`src/rtl/wave_dac_spi.sv`:
```
// wave_dac_spi: serializes 8-bit wave_dac samples into 16-bit SPI mode-0 frames {CTRL_BITS, sample, 4'b0}.
// Optional WAVE_DAC_SPI_DUP_SKIP_EN: a sample equal to the last transmitted one is accepted but not sent.
module wave_dac_spi #(
  parameter int          CLK_DIV   = 2,
  parameter int          CS_GAP    = 2,
  parameter logic [3:0]  CTRL_BITS = 4'b0000
) (
  input  logic       clk,
  input  logic       rst_n,
  input  logic [7:0] sample_in,
  input  logic       sample_valid,
  output logic       sample_ready,
  output logic       dac_cs_n,
  output logic       dac_sclk,
  output logic       dac_din,
  output logic       frame_done
);
  typedef enum logic [2:0] {IDLE, SETUP, SHIFT, HOLD, GAP} state_t;
  localparam int CMAX = CLK_DIV > CS_GAP ? CLK_DIV : CS_GAP;
  localparam int CW   = $clog2(CMAX + 1);
  state_t         r_state, w_next;
  logic [CW-1:0]  r_cnt, w_cnt;
  logic [4:0]     r_ph, w_ph;
  logic [15:0]    r_sh, w_sh;
  logic           r_cs_n, r_sclk, r_ready, r_done;
  logic           w_cs_n, w_sclk, w_ready, w_done;
  logic           w_accept, w_skip, w_div_end, w_gap_end;
  assign w_accept  = sample_valid && r_ready;
  assign w_div_end = r_cnt == CW'(CLK_DIV - 1);
  assign w_gap_end = r_cnt == CW'(CS_GAP - 1);
`ifdef WAVE_DAC_SPI_DUP_SKIP_EN
  logic [7:0] r_last;
  logic       r_last_vld;
  assign w_skip = r_last_vld && (sample_in == r_last);
  always_ff @(posedge clk or negedge rst_n) begin
    if (!rst_n) begin
      r_last     <= '0;
      r_last_vld <= 1'b0;
    end else begin
      if (r_state == IDLE && w_accept && !w_skip) r_last <= sample_in;
      if (w_done) r_last_vld <= 1'b1;
    end
  end
`else
  assign w_skip = 1'b0;
`endif
  always_ff @(posedge clk or negedge rst_n) begin
    if (!rst_n) begin
      r_state <= IDLE;
      r_cnt   <= '0;
      r_ph    <= '0;
      r_sh    <= '0;
      r_cs_n  <= 1'b1;
      r_sclk  <= 1'b0;
      r_ready <= 1'b0;
      r_done  <= 1'b0;
    end else begin
      r_state <= w_next;
      r_cnt   <= w_cnt;
      r_ph    <= w_ph;
      r_sh    <= w_sh;
      r_cs_n  <= w_cs_n;
      r_sclk  <= w_sclk;
      r_ready <= w_ready;
      r_done  <= w_done;
    end
  end
  always_comb begin
    w_next = r_state;
    case (r_state)
      IDLE:    if (w_accept && !w_skip) w_next = SETUP;
      SETUP:   if (w_div_end) w_next = SHIFT;
      SHIFT:   if (w_div_end && r_ph == 5'd31) w_next = HOLD;
      HOLD:    if (w_div_end) w_next = GAP;
      GAP:     if (w_gap_end) w_next = IDLE;
      default: w_next = IDLE;
    endcase
  end
  // Even SHIFT phases are sclk high; din advances as each high phase ends, except the last bit.
  always_comb begin
    w_cnt   = (r_state == IDLE || w_next != r_state || (r_state == SHIFT && w_div_end)) ? '0 : r_cnt + 1'b1;
    w_ph    = r_state != SHIFT ? 5'd0 : w_div_end ? r_ph + 5'd1 : r_ph;
    w_sh    = (r_state == IDLE && w_accept && !w_skip) ? {CTRL_BITS, sample_in, 4'b0000} :
              (r_state == SHIFT && w_div_end && !r_ph[0] && r_ph != 5'd30) ? {r_sh[14:0], 1'b0} :
              (r_state == HOLD && w_div_end) ? 16'h0000 : r_sh;
    w_sclk  = (w_next == SHIFT) && !w_ph[0];
    w_cs_n  = !(w_next inside {SETUP, SHIFT, HOLD});
    w_ready = w_next == IDLE;
    w_done  = (r_state == HOLD) && (w_next == GAP);
  end
  assign sample_ready = r_ready;
  assign dac_cs_n     = r_cs_n;
  assign dac_sclk     = r_sclk;
  assign dac_din      = r_sh[15];
  assign frame_done   = r_done;
endmodule

```
`config.mk`:
```
export PLATFORM = sky130hd
export DESIGN_NAME = wave_dac_spi
export DESIGN_NICKNAME = d
export VERILOG_FILES = /design/src/rtl/wave_dac_spi.sv
export SDC_FILE = /design/constraint.sdc
export NUM_CORES = 1
export LEC_CHECK = 0
export BUFFER_PORTS_ARGS = -buffer_cell sky130_fd_sc_hd__buf_2
export CORE_MARGIN = 8
export CORE_UTILIZATION = 25
export DETAILED_ROUTE_END_ITERATION = 10
export HOLD_SLACK_MARGIN = 0.12
export PLACE_DENSITY = 0.41
export RECOVER_POWER = 100
export SYNTH_ARGS = -nofsm -noshare
export SYNTH_HDL_FRONTEND = slang
export SYNTH_SLANG_ARGS = --single-unit
```
`constraint.sdc`:
```
create_clock -name clk -period 2 [get_ports clk]
set_input_delay 0.1 -clock clk [delete_from_list [all_inputs] [get_ports clk]]
set_output_delay 0.1 -clock clk [all_outputs]
set_load 0.01 [all_outputs]
```
==> impl_metrics.ini <==
[power]
pwr-share-seq = 0.464
switching_power_uw = 700
power_density_nw_per_um2 = 1160
switching_share = 0.374
ir_worst_vdd_mv = 0.567
pwr-share-comb = 0.375
pwr-share-clk = 0.161
p_leak_uw = 0.000702
intPower_uw = 1170

[synthesis]
yosysSeqAreaShare = 0.466
avgSynthCellArea_um2 = 10.5
syn-num-nets = 148
syn-cell-area_um2 = 1400
synth_seq_cells = 26
yosysWarnings = 0
synth_top_cell_by_area = dfrtp_1
synth_top_area_share = 0.448
synth_cell_types = 35
postSynthCellCount = 133
synth_area_leaders = dfrtp_1 (45%), nand4_1 (5.8%), o311ai_2 (5.8%)

[timing]
max_freq_ghz = 0.639
drv_slew = 0
hold_viol = 0
grt_setup_unrepaired = false
setup_tns_ns = 0
max_slew.worst_pin.slew_ns = 1.44
relSlewSlack = 0.0372
clock_skew_ns = 0.00184
period_share = 0.782
fin_crit_ns = 1.56
setup_viol = 0

[finish]
fin_util = 0.297
layout-drive-gt1-share = 0.147
area_growth_pct = 15.4
final_common_cell = dfrtp_1
most-common-layout-cells = dfrtp_1 (25), inv_1 (15), nand4_1 (13)
final_area_um2 = 1610
n_antenna_cell = 0
nets = 172

[critical_path]
cp_slowest_stage_delay_ns = 0.45
required_ns = 2.19
reg2reg_from = r_ph[0]$_DFF_PN0_
arrival_ns = 1.76
path_depth = 6
critPathKind = flip-flop to flip-flop
crit_family = flip-flops
critPathCapture = dac_sclk$_DFF_PN0_
regToRegEndpoint = dac_sclk$_DFF_PN0_
cpMostUsedCell = ha_1
crit_buf_inv = 0
start_kind = flip-flop
critPathLaunch = r_ph[0]$_DFF_PN0_
reg2reg_depth = 6
critPathMaxFanout = 6
worstPathCellList = ha_1 > and3_1 > ha_1 > and3b_1 > o21ai_0 > a21oi_1
endpoint_kind = flip-flop
critPathSlowestCell = dfrtp_1
r2r_slack_ns = 0.44

[route]
drtIter0Drc = 35
drtAntennaViolNets = 0
first_pass_iters = 6
wl_per_cell_um = 13.3
post-route-drc-count = 0
vias = 1051
routed_via_density = 4.61
wl_mm = 3.02

[clock_tree]
cts_num_sinks = 26
cts_tree = built
postCtsResizedCells = 0
cts.path.max_buffers = 2
insertion_delay_ns = 0.26
cts_setup_buffers = 0
clk_pin_slew_ns = 0.09
ctsRootBufferMaster = clkbuf_8
htreeDepth = 1
cts_buffers = 3

[min_path]
worstHoldPathType = input port to flip-flop

[die]
rows = 27
core_um2 = 5440
die_w_um = 90.8
dieArea_um2 = 8240
start_util = 0.257
ios = 16
die_y_um = 90.8

[global_routing]
grt_pass1_wl_mm = 5.18
grt_pass1_vias = 1082
overflow = 0
grt_max_degree = 27
antenna_found_initial = 0
grtUsageTotal = 0.0752

[placement]
port_buffers = 15
place_congestion = 0.761
dp_hpwl_mm = 2.14
placed_cell_area_um2 = 1550

[run_status]
status = finished clean

[run]
maxCapViolCount = 0
## worst min-delay path by stage
stage | cells after the start | end | slack (ns) | from
6_report | 3 | r_sh[5]$_DFFE_PN0P_ | 0.13 | sample_in[1]
5_1_grt | 3 | r_sh[5]$_DFFE_PN0P_ | 0.15 | sample_in[1]
4_1_cts | 3 | r_sh[5]$_DFFE_PN0P_ | 0.12 | sample_in[1]
3_5_place_dp | 1 | r_sh[8]$_DFFE_PN0P_ | 0.15 | rst_n
3_3_place_gp | 1 | r_sh[8]$_DFFE_PN0P_ | 0.14 | rst_n
2_1_floorplan | 0 | dac_sclk$_DFF_PN0_ | -0.20 | rst_n
## area by class of cell
type                            count  area, um^2
Inverter                           15        56.3
Multi-Input combinational cell     81         576
Clock buffer                        4        45.0
Fill cell                         566        3830
Sequential cell                    26         652
Timing Repair Buffer               30         194
Tap cell                           72        90.1
## power by group through the flow
stage,combinational [uW],clock (uW),sequential [uW]
final,701,302,867
after global routing,795,337,899
after CTS,820,317,867
after detailed placement,805,0,876
after global placement,794,0,869
after floorplan,663,0,813
## layer usage
layer,GRT usage,share of wire,up-vias
met3,0.0249,0.038,2
met2,0.127,0.47,11
met1,0.0917,0.49,519
met4,0.0123,0.0056,0
li1,-,-,519
met5,0,0,-
## through the flow
step | worst slack [ns] | power, uW | hold slack, ns | instances
global placement | 0.452 | 1660 | 0.143 | 216
global route | 0.175 | 2030 | 0.145 | 228
CTS | 0.421 | 2000 | 0.122 | 227
detailed placement | 0.445 | 1680 | 0.153 | 216
finish | 0.436 | 1870 | 0.127 | 228
floorplan | 0.236 | 1480 | -0.196 | 133
## sequential cells by signal, indices dropped and copies added (netlist names)
register,count
r_sh,12
r_cnt,2
r_ph,5
dac_sclk,1
frame_done,1
r_state,3
sample_ready,1
dac_cs_n,1
## cell usage after synthesis
cell	n
or2_2	1
o311ai_0	2
buf_6	1
o21ai_0	2
and3_4	1
a311oi_1	1
nand4bb_1	1
nor3_1	2
clkbuf_1	4
nor2b_1	1
nand3_1	1
nor2_1	11
nand4_1	13
mux2i_1	2
dfrtp_1	25
buf_2	3
o31ai_2	5
and3b_1	2
xnor2_1	1
a21oi_1	4
xor2_1	2
inv_1	15
a21o_1	1
o311ai_2	5
ha_1	4
a211oi_1	1
nor3b_1	1
nand3b_1	8
or3b_1	1
nor4bb_1	1
and3_1	1
dfstp_2	1
and4bb_1	1
nand2_1	5
buf_4	3
## cell families after synthesis
logic type | Yosys count | synth area share
and+or+nand+nor | 51 | 0.225
DFF | 26 | 0.466
xor gates and xnor gates | 3 | 0.0188
adders and majority gates | 4 | 0.0358
muxes | 2 | 0.0143
AOI/OAI and AO/OA | 21 | 0.154
buffers and inverters | 26 | 0.0859
## worst register-to-register path: stages (launching register included)
cell and delay (ns):
dfrtp_1 0.45, ha_1 0.23, and3_1 0.19, ha_1 0.19, and3b_1 0.20, o21ai_0 0.09
a21oi_1 0.15
## what timing repair did
action	4_1_cts	5_1_grt
setup endpoints to repair	0	0
hold buffers	7	1
hold endpoints to repair	31	1
Power figures use the tool's default switching activity.
